## src/rtl/ifu_fetch_ctrl_pkg.sv

```systemverilog
// ============================================================================
// Module      : ifu_pkg
// Description : Shared types and constants for the instruction fetch controller.
// Revision    : 1.0 - initial release
// ============================================================================
`default_nettype none

package ifu_pkg;

    localparam int INST_W = 32;
    localparam logic [INST_W-1:0] NOP = 32'h0000_0013;

    // FSM states kept as plain sized constants so legacy tools can consume them
    typedef logic [1:0] fetch_state_e;
    localparam fetch_state_e REQ  = 2'd0;
    localparam fetch_state_e WAIT = 2'd1;
    localparam fetch_state_e HOLD = 2'd2;
    localparam fetch_state_e FLT  = 2'd3;

    typedef enum logic [1:0] {
        FLT_NONE     = 2'd0,
        FLT_BUS      = 2'd1,
        FLT_MISALIGN = 2'd2
    } fault_e;

endpackage

`default_nettype wire

```

## src/rtl/ifu_fetch_ctrl.sv

```systemverilog
// ============================================================================
// Module      : ifu_fetch_ctrl
// Description : Single-outstanding instruction fetch sequencer with redirects.
// Revision    : 1.0 - initial release
// ============================================================================
`default_nettype none

module ifu_fetch_ctrl
    import ifu_pkg::*;
#(
    parameter int              XLEN       = 32,
    parameter logic [XLEN-1:0] PC_RST_VEC = '0
) (
    input  logic              clk,
    input  logic              rst,
    input  logic              pc_branch,
    input  logic [XLEN-1:0]   target_pc,
    input  logic              trap,
    input  logic [XLEN-1:0]   trap_pc,
    output logic              ibus_req_valid,
    input  logic              ibus_req_ready,
    output logic [XLEN-1:0]   ibus_req_addr,
    input  logic              ibus_rsp_valid,
    input  logic [INST_W-1:0] ibus_rsp_data,
    input  logic              ibus_rsp_err,
    output logic              inst_valid,
    input  logic              inst_ready,
    output logic [INST_W-1:0] inst,
    output logic [XLEN-1:0]   inst_pc,
    output logic [1:0]        inst_fault
);

    fetch_state_e      state_q, state_d;
    logic [XLEN-1:0]   pc_q, pc_d;
    logic [XLEN-1:0]   addr_q, addr_d;
    logic              drop_q, drop_d;
    logic [INST_W-1:0] inst_q, inst_d;
    logic [XLEN-1:0]   inst_pc_q, inst_pc_d;
    fault_e            fault_q, fault_d;

    logic              redirect;
    logic [XLEN-1:0]   redirect_pc;
    logic              enter_req;

    assign redirect    = trap | pc_branch;
    assign redirect_pc = trap ? trap_pc : target_pc;

    always_comb begin
        state_d   = state_q;
        pc_d      = pc_q;
        addr_d    = addr_q;
        drop_d    = drop_q;
        inst_d    = inst_q;
        inst_pc_d = inst_pc_q;
        fault_d   = fault_q;
        enter_req = 1'b0;

        case (state_q)
            REQ: begin
                // An unaccepted request is never withdrawn; its response gets dropped instead
                if (ibus_req_ready) state_d = WAIT;
                if (redirect) begin
                    pc_d   = redirect_pc;
                    drop_d = 1'b1;
                end
            end
            WAIT: begin
                if (redirect) begin
                    pc_d = redirect_pc;
                    if (ibus_rsp_valid) begin
                        drop_d    = 1'b0;
                        enter_req = 1'b1;
                    end else begin
                        drop_d = 1'b1;
                    end
                end else if (ibus_rsp_valid) begin
                    if (drop_q) begin
                        drop_d    = 1'b0;
                        enter_req = 1'b1;
                    end else begin
                        inst_d    = ibus_rsp_err ? '0 : ibus_rsp_data;
                        fault_d   = ibus_rsp_err ? FLT_BUS : FLT_NONE;
                        inst_pc_d = pc_q;
                        state_d   = HOLD;
                    end
                end
            end
            HOLD: begin
                if (redirect) begin
                    pc_d      = redirect_pc;
                    enter_req = 1'b1;
                end else if (inst_ready) begin
                    pc_d      = pc_q + XLEN'(4);
                    enter_req = 1'b1;
                end
            end
            FLT: begin
                if (redirect) begin
                    pc_d      = redirect_pc;
                    enter_req = 1'b1;
                end else begin
                    inst_d    = '0;
                    fault_d   = FLT_MISALIGN;
                    inst_pc_d = pc_q;
                    state_d   = HOLD;
                end
            end
            default: state_d = REQ;
        endcase

        // Misaligned PCs never reach the bus; they are reported through the buffer
        if (enter_req) begin
            if (pc_d[1:0] != 2'b00) begin
                state_d = FLT;
            end else begin
                state_d = REQ;
                addr_d  = pc_d;
            end
        end
    end

    always_ff @(posedge clk) begin
        if (rst) begin
            state_q   <= REQ;
            pc_q      <= PC_RST_VEC;
            addr_q    <= PC_RST_VEC;
            drop_q    <= 1'b0;
            inst_q    <= '0;
            inst_pc_q <= '0;
            fault_q   <= FLT_NONE;
        end else begin
            state_q   <= state_d;
            pc_q      <= pc_d;
            addr_q    <= addr_d;
            drop_q    <= drop_d;
            inst_q    <= inst_d;
            inst_pc_q <= inst_pc_d;
            fault_q   <= fault_d;
        end
    end

    assign ibus_req_valid = (state_q == REQ);
    assign ibus_req_addr  = {addr_q[XLEN-1:2], 2'b00};
    assign inst_valid     = (state_q == HOLD);
    assign inst           = inst_q;
    assign inst_pc        = inst_pc_q;
    assign inst_fault     = fault_q;

endmodule

`default_nettype wire
```

## config.mk

```make
export PLATFORM = sky130hd
export DESIGN_NAME = ifu_fetch_ctrl
export DESIGN_NICKNAME = d
export VERILOG_FILES = /design/src/rtl/ifu_fetch_ctrl_pkg.sv /design/src/rtl/ifu_fetch_ctrl.sv
export SDC_FILE = /design/constraint.sdc
export NUM_CORES = 1
export LEC_CHECK = 0
export CORE_MARGIN = 1.5
export CORE_UTILIZATION = 30
export DETAILED_ROUTE_END_ITERATION = 8
export PLACE_DENSITY_LB_ADDON = 0.05
export SLEW_MARGIN = 10
export SYNTH_ARGS = -nofsm -noshare
export SYNTH_HDL_FRONTEND = slang
export SYNTH_SLANG_ARGS = --single-unit
```

## constraint.sdc

```tcl
create_clock -name clk -period 4.7 [get_ports clk]
set_clock_uncertainty 0.05 [all_clocks]
set_input_delay 0.47 -clock clk [delete_from_list [all_inputs] [get_ports clk]]
set_output_delay 0.47 -clock clk [all_outputs]
set_load 0.01 [all_outputs]
```

======== Yosys cells after proc, flatten, opt, wreduce, memory -nomap -nowiden ========
Cells that the tools add are included.
storage, ports and cells
  bits of input ports ..................... 104
  register bits after elaboration ......... 133
  logic and storage cells ................. 76
  output and inout bits ................... 100
operators by class
  multiplexer cells ....................... 42
  equal/unequal tests ..................... 14
  bitwise logic cells ..................... 2
  reduce and logical (&&, ||, !) cells .... 10
  add/sub/neg operators ................... 1
operators with widths
  operator               count
  $mux 32                13
  $pmux 32 s2            3
  $add 32x3->32 const B  1
  $mux 2                 10
  $ne 3x3->1 const B     5
  $mux 1                 12
  $ne 2x2->1 const B     4
  $pmux 2 s3             1
  $reduce_and 6->1       1
  $reduce_bool 2->1      3
  $reduce_and 5->1       1
  $eq 2x2->1 const B     2
  $pmux 2 s2             1
  $reduce_bool 4->1      1
  $ne 3x1->1 const B     1
  $pmux 1 s3             1
  $reduce_and 3->1       1
  $reduce_or 3->1        1
  $eq 2x1->1 const B     1
  $logic_not 2->1        1
  $ne 2x1->1 const B     1
  $pmux 1 s2             1
  $reduce_and 2->1       1
  $not 1->1              1
  $or 1x1->1             1

======== Logic depth before layout (Yosys ltp) ========
Gate-level depths: netlist of the first run.
  word-level depth ........................ 7
  depth in mapped cells ................... 8
  mapped depth without buffers ............ 6

======== Least setup slack after synthesis of the first run ========
Ideal clock, no wire load.
  path kind ............................... input port to flip-flop
  start ................................... input trap
  end ..................................... register addr_q[22]
  path buffers ............................ 2
  stages on the path ...................... 7
  path slack .............................. 2.602 ns
  data required time ...................... 4.562 ns
  library setup time ...................... 0.088 ns
  arrival ................................. 1.960 ns
  cells stage by stage .................... buf_2 inv_2 or3_1 a22oi_2 clkbuf_1 nor2_1 a311oi_2
on the way
  longest elaborated chain between the ends .. 6
  elaborated cells between the ends (all ways) .. 12
  those cells by class .................... mux: 8; bitwise: 2; reduce/logical: 2
ends and longest elaborated chain
  element                                       RTL line                                    source
  start: declaration                            ifu_fetch_ctrl.sv:18                        input logic trap,
  $mux 32 / $or 1x1->1 (equally long branches)  ifu_fetch_ctrl.sv:46, ifu_fetch_ctrl.sv:45
  $mux 32, on equally long branches             --
  $pmux 32 s2                                   ifu_fetch_ctrl.sv:58                        case (state_q)
  $reduce_bool 2->1                             ifu_fetch_ctrl.sv:113                       if (pc_d[1:0] != 2'b00) begin
  $not 1->1 (no source line)                    --
  $reduce_and 2->1 (no source line)             --
  end signal: assignment                        ifu_fetch_ctrl.sv:134                       addr_q <= addr_d;
  end: declaration                              ifu_fetch_ctrl.sv:35                        logic [XLEN-1:0] addr_q, addr_d;
Several ways; a longest one is shown, not always the timed one.
A chain may end at the register's enable or synchronous reset.

======== Worst setup path in the final report of the first run ========
  start ................................... input trap
  end ..................................... register addr_q[25]
The elaborated chain is that of the path after synthesis.

==> results of run 1 <==
==> layout make-up <==
type | instances | area, sq um
Clock buffer | 20 | 447
Inverter | 6 | 22.5
Timing Repair Buffer | 212 | 2100
Sequential cell | 131 | 2620
Tap cell | 234 | 293
Fill cell | 1797 | 10200
Multi-Input combinational cell | 513 | 2860
Clock inverter | 12 | 179
==> worst paths after layout <==
| kind | from | to | slack (ps) | cells past startpoint |
|---|---|---|---|---|
| worst max register to register | state_q[1] | addr_q[12] | 1690 | 5 |
| worst max-delay path | trap | addr_q[25] | 1630 | 8 |
| worst min-delay path | inst[13] | inst[13] | 400 | 2 |
| worst min register to register | inst[13] | inst[13] | 400 | 2 |
==> worst max-delay path: stages <==
cell and delay, ps:
clkdlybuf4s50_1 840, nor2_1 290, buf_4 280, a21o_1 200, a22oi_2 630, buf_12 300, nor2_1 70, a311oi_1 240
==> layout by cell type, fill, tap and decap left out, types with 4 or more instances in the layout <==
cell,instances
clkdlybuf4s50_1,200
dfxtp_1,131
nand2_1,114
a21oi_1,89
nor2_1,54
nand3_1,45
nor3_1,20
clkbuf_16,17
a22oi_1,14
a311oi_1,13
nor4_1,12
a211oi_1,12
buf_4,11
nand4_1,10
o31a_1,10
o21ai_0,8
o21ai_1,8
o22ai_1,8
a21o_1,7
or3_1,6
inv_1,5
and3_1,5
xnor2_1,5
nor3b_1,5
nand2b_1,4
nor2b_1,4
o21a_1,4
bufinv_16,4
==> power groups by stage <==
stage	registers, uW	clock network [uW]	logic, uW
after floorplan	1220	0	165
after global placement	1230	0	345
after detailed placement	1230	0	349
after CTS	1210	1440	351
after global routing	1220	1490	380
final	1210	1410	348
==> sequential cells by signal, indices dropped and copies added (netlist names) <==
name,cells
addr_q,30
drop_q,1
state_q,2
pc_q,32
inst_pc,32
inst,32
inst_fault,2
==> per-layer routing <==
metal / global-route usage [%] / routed length, um
met1: 26.7 / 9120
met2: 31.8 / 9010
met3: 4.83 / 1250
met4: 6.57 / 296
met5: 0 / 0
==> cell families after synthesis <==
group                    count (synthesis)
AND/OR/NAND/NOR                        300
AO/OA/AOI/OAI                          199
flip-flops                             131
buffers and inverters                   68
XOR/XNOR                                 6
multiplexers                             5
adder cells (fa/ha/maj)                  1
other                                    1
==> per-stage QoR <==
step	cell area, sq um	power (uW)	utilization, %	hold WS (ps)	setup WS, ps
after floorplan	5760	1390	-	394	2600
after global placement	7900	1580	42.1	388	1300
after detailed placement	7900	1580	42.1	392	1230
after CTS	8530	3000	45.4	400	1680
after global routing	8530	3090	45.4	423	1370
final	8530	2970	45.4	400	1630
==> metrics.txt, run 1 <==
GR Util All Layers 20.0%; Yosys top cell area share 45.6%; Max clock buf depth 2; Num Clock Sinks 131; Seq pwr share 40.8%; outcome finished clean; mapped cell area 5750 sq um; Rows 50; initial antenna violation count 0; Core Region 18800 sq um; Crit Path Class in2reg; layout cell share with drive strength beyond 1 6.71%; kind of end point of the critical path flip-flop; H-tree depth reported by CTS 4; drt drc 0; final-report max-slew violation count 0; CTS tree built; Mapped Avg Cell Area 8.09 sq um; Clock Latency Late Sink 420 ps; CP Data Arrival Time 3340 ps; WL/cell 17.4 um; synth top area cells dfxtp_1 46%, a21oi_1 7.8%, nand2_1 7.4%; Compound-Gate Fraction of Synth Area 22.6%; Net Sw Frac 24.4%; Die Footprint 20000 sq um; drt total wl 19.7 mm; NetSw 725 uW; area leader, netlist dfxtp_1; Nets 986; critical path peak fanout 39; Post-synth EDFFs 0; Post-synth ARST share 0%; Simple-Gate Fraction of Synth Area 24.9%; worst hold path class reg2reg; Clock transition at path regs 60 ps; Leak 0.00283 uW; Cell Count, Final, Fillers Out 1128; internal power 2240 uW; DR vias/cell 5.23; vias in the first global route 5847; CTS Buf Count 17; hold buffer count at CTS 0; Iteration-0 DRC Markers 344; Slew @ Worst Pin 918 ps; post-route ant nets 0; Layout Area Growth over Synthesis 48.3%; Pwr per Cell Area 348 nW/um^2; Netlist cell types 68; Synth Warn # 0; fmax 0.326 GHz; die span in y 141 um; unrepaired setup endpoints after global routing false; vias 5902; Setup Fix Bufs, Post-CTS 0; Synth Area in XOR/XNOR 0.913%; routability cong. 0.804; max-cap check violation count 0; Main synth FF type dfxtp_1; Syn Inst Count 711; io pins 204; mux contribution to synthesized area 0.913%; Worst EP required 4970 ps; clock group share of total power 47.4%; most common cell in the netlist dfxtp_1; DRT Pass-1 Iters 5; largest family of logic cells by synthesized area simple AND/OR/NAND/NOR gates; most common library cells after synthesis 131 x dfxtp_1, 114 x nand2_1, 90 x a21oi_1; relative slew slack 38.8%; final hold vios 0; placed insts 1096; Comb power frac 11.7%; final worst path period need 3070 ps; first-pass GRT wire length 31.5 mm; Resized cells post-CTS 0; post-synthesis adder-cell area fraction 0.217%; largest net degree at the start of global routing 85; DP Wirelength 14.1 mm; Setup violations, final 0; # diodes 0; final setup TNS 0 ps; Tcrit/Tclk final 65.3%; CP startpoint kind input port; Root Buffer Master clkbuf_16; Worst VDD drop 0.251 mV; grt total ovfl 0; Seq cells post-synth 131; sequential element share of the synthesized area 45.6%; Die W 141 um; Starting Density 30.7%; number of buffers added on ports 201
Power figures use the tool's default switching activity.
==> run 2: changes to the inputs <==
==> constraint.sdc (replaced) <==
create_clock -name clk -period 3.1 [get_ports clk]
set_clock_uncertainty 0.05 [all_clocks]
set_input_delay 0.31 -clock clk [delete_from_list [all_inputs] [get_ports clk]]
set_output_delay 0.31 -clock clk [all_outputs]
set_load 0.01 [all_outputs]
==> run 2 against run 1 <==
Against the previous run:
- routed wire length down 0.19%
- worst hold slack worse by 340 ps
- die area unchanged
- global-route usage decreased by 0.21 points
- via count up 0.49%
- combinational power rose by 58%
- final area grew 0.48%
- count of clock-buffer cells in the layout fell by 1
- core utilization is 0.22 points higher
- first-iteration DRC count rose by 33%
- critical path depth is 2 lower
- sequential share of layout area down 0.15 points
- critical endpoint is now addr_q[26]
- largest cell class unchanged
==> metrics.txt, run 2 (same netlist as run 1, synthesis figures left out) <==
Worst VDD drop 0.394 mV (+57%); Iteration-0 DRC Markers 459 (+33%); Resized cells post-CTS 0 (unchanged); initial antenna violation count 1 (+1); io pins 204 (unchanged); Setup violations, final 0 (unchanged); unrepaired setup endpoints after global routing false; Die W 141 um (unchanged); die span in y 141 um (unchanged); Max clock buf depth 2 (unchanged); relative slew slack 54.5% (+16 points); final worst path period need 2400 ps; Rows 50 (unchanged); Clock Latency Late Sink 420 ps (about the same); hold buffer count at CTS 0 (unchanged); WHS Path Cells 2 (unchanged); slack of the critical path 701 ps (-929 ps); critical path peak fanout 14 (-64%); Pwr per Cell Area 520 nW/um^2 (+50%); worst hold path class in2reg; drt drc 0 (unchanged); Die Footprint 20000 sq um (unchanged); Tcrit/Tclk final 77.4%; fmax 0.417 GHz; CP Data Arrival Time 2620 ps (-720 ps); Crit Path Class reg2reg; largest net degree at the start of global routing 67 (-21%); Num Clock Sinks 131 (unchanged); CP startpoint kind flip-flop; fill count 1843 (+2.6%); Worst Reg-to-Reg Cells 6 (+1); Root Buffer Master clkbuf_16; Layout Area Growth over Synthesis 49.0%; commonest non-fill, non-tap cells in the layout 200 x clkdlybuf4s50_1, 131 x dfxtp_1, 114 x nand2_1; CTS Buf Count 17 (unchanged); DR vias/cell 5.22 (-0.30%); Leak 0.00286 uW (+1.1%); kind of end point of the critical path flip-flop; Final Util 45.7% (+0.22 points); number of buffers added on ports 201 (unchanged); DP Wirelength 14.1 mm (-0.21%); Setup Fix Bufs, Post-CTS 0 (unchanged); CTS tree built; H-tree depth reported by CTS 4 (unchanged); outcome finished clean; GR Util All Layers 19.8% (-0.21 points); Slew @ Worst Pin 683 ps (-234 ps); DRT Pass-1 Iters 8 (+3); Starting Density 30.7% (unchanged); layout cell share with drive strength beyond 1 7.76% (+1.0 points); dpl cell area 7960 sq um (+0.70%); commonest non-fill, non-tap cell in the layout clkdlybuf4s50_1; final instance area 8570 sq um (+0.48%); post-route ant nets 0 (unchanged); grt total ovfl 0 (unchanged); vias in the first global route 5738 (-1.9%); max-cap check violation count 0 (unchanged); Clock transition at path regs 60 ps (about the same); first-pass GRT wire length 30.9 mm (-1.9%); Worst EP required 3320 ps (-1650 ps); WL/cell 17.3 um (-0.98%); Nets 995 (+0.91%); final hold vios 0 (unchanged); routability cong. 0.824 (+2.5%); final-report max-slew violation count 0 (unchanged); Setup WS pre-CTS 455 ps (-775 ps); drt total wl 19.6 mm (-0.19%); vias 5931 (+0.49%); Core Region 18800 sq um (unchanged); final setup TNS 0 ps (unchanged)
## run 2: cell count changes in the layout (fill, tap and decap cells not counted)
cell	previous run	this run
diode_2	0	1
clkbuf_8	1	2
inv_6	2	1
buf_4	11	21
clkbuf_1	2	0
buf_12	1	0
bufinv_16	4	3
clkinv_4	1	2
clkinvlp_4	3	4
## run 2: area by class of cell
type	instances	area (sq um)	area share (%)
multi-input combinational	513	2860	33.4
tap	234	293	3.42
clock buffer	19	453	5.28
clock inverter	12	156	1.82
sequential	131	2620	30.6
antenna	1	2.50	0.0292
inverter	6	22.5	0.263
timing repair buffer	221	2160	25.2
## run 2: worst max-delay path, stage by stage, from the launching register on
cell and delay (ps):
dfxtp_1 400, ha_1 210, nand3_1 210, or4_4 580
o311a_1 380, a211oi_1 300, a211oi_1 120
## run 2: stage by stage
| step | hold slack, ps | power (uW) | std cells |
|---|---|---|---|
| after floorplan | 394 | 2100 | 712 |
| after detailed placement | 393 | 2410 | 1105 |
| after global routing | 50.6 | 4640 | 1136 |
| final | 61.3 | 4460 | 1137 |
| after CTS | 44.2 | 4510 | 1136 |
| after global placement | 388 | 2400 | 1105 |
## run 2: path summary, 6_finish.rpt
path	start	to	slack [ps]
hold reg to reg	inst[15]	inst[15]	400
setup reg to reg	pc_q[3]	addr_q[26]	700
hold / removal	rst	pc_q[11]	60
setup / recovery	pc_q[3]	addr_q[26]	700
## run 2: metal layers
metal	global-route usage, %	up-vias	wire, um
li1	-	2926	-
met1	26.2	2780	9140
met2	31.3	202	8820
met3	4.83	23	1340
met4	7.16	0	327
met5	0	-	0
## run 2: where the power goes
part / switching [uW] / total, uW / internal [uW]
Combinational: 264 / 549 / 285
Clock: 781 / 2090 / 1300
Sequential: 73.6 / 1830 / 1750
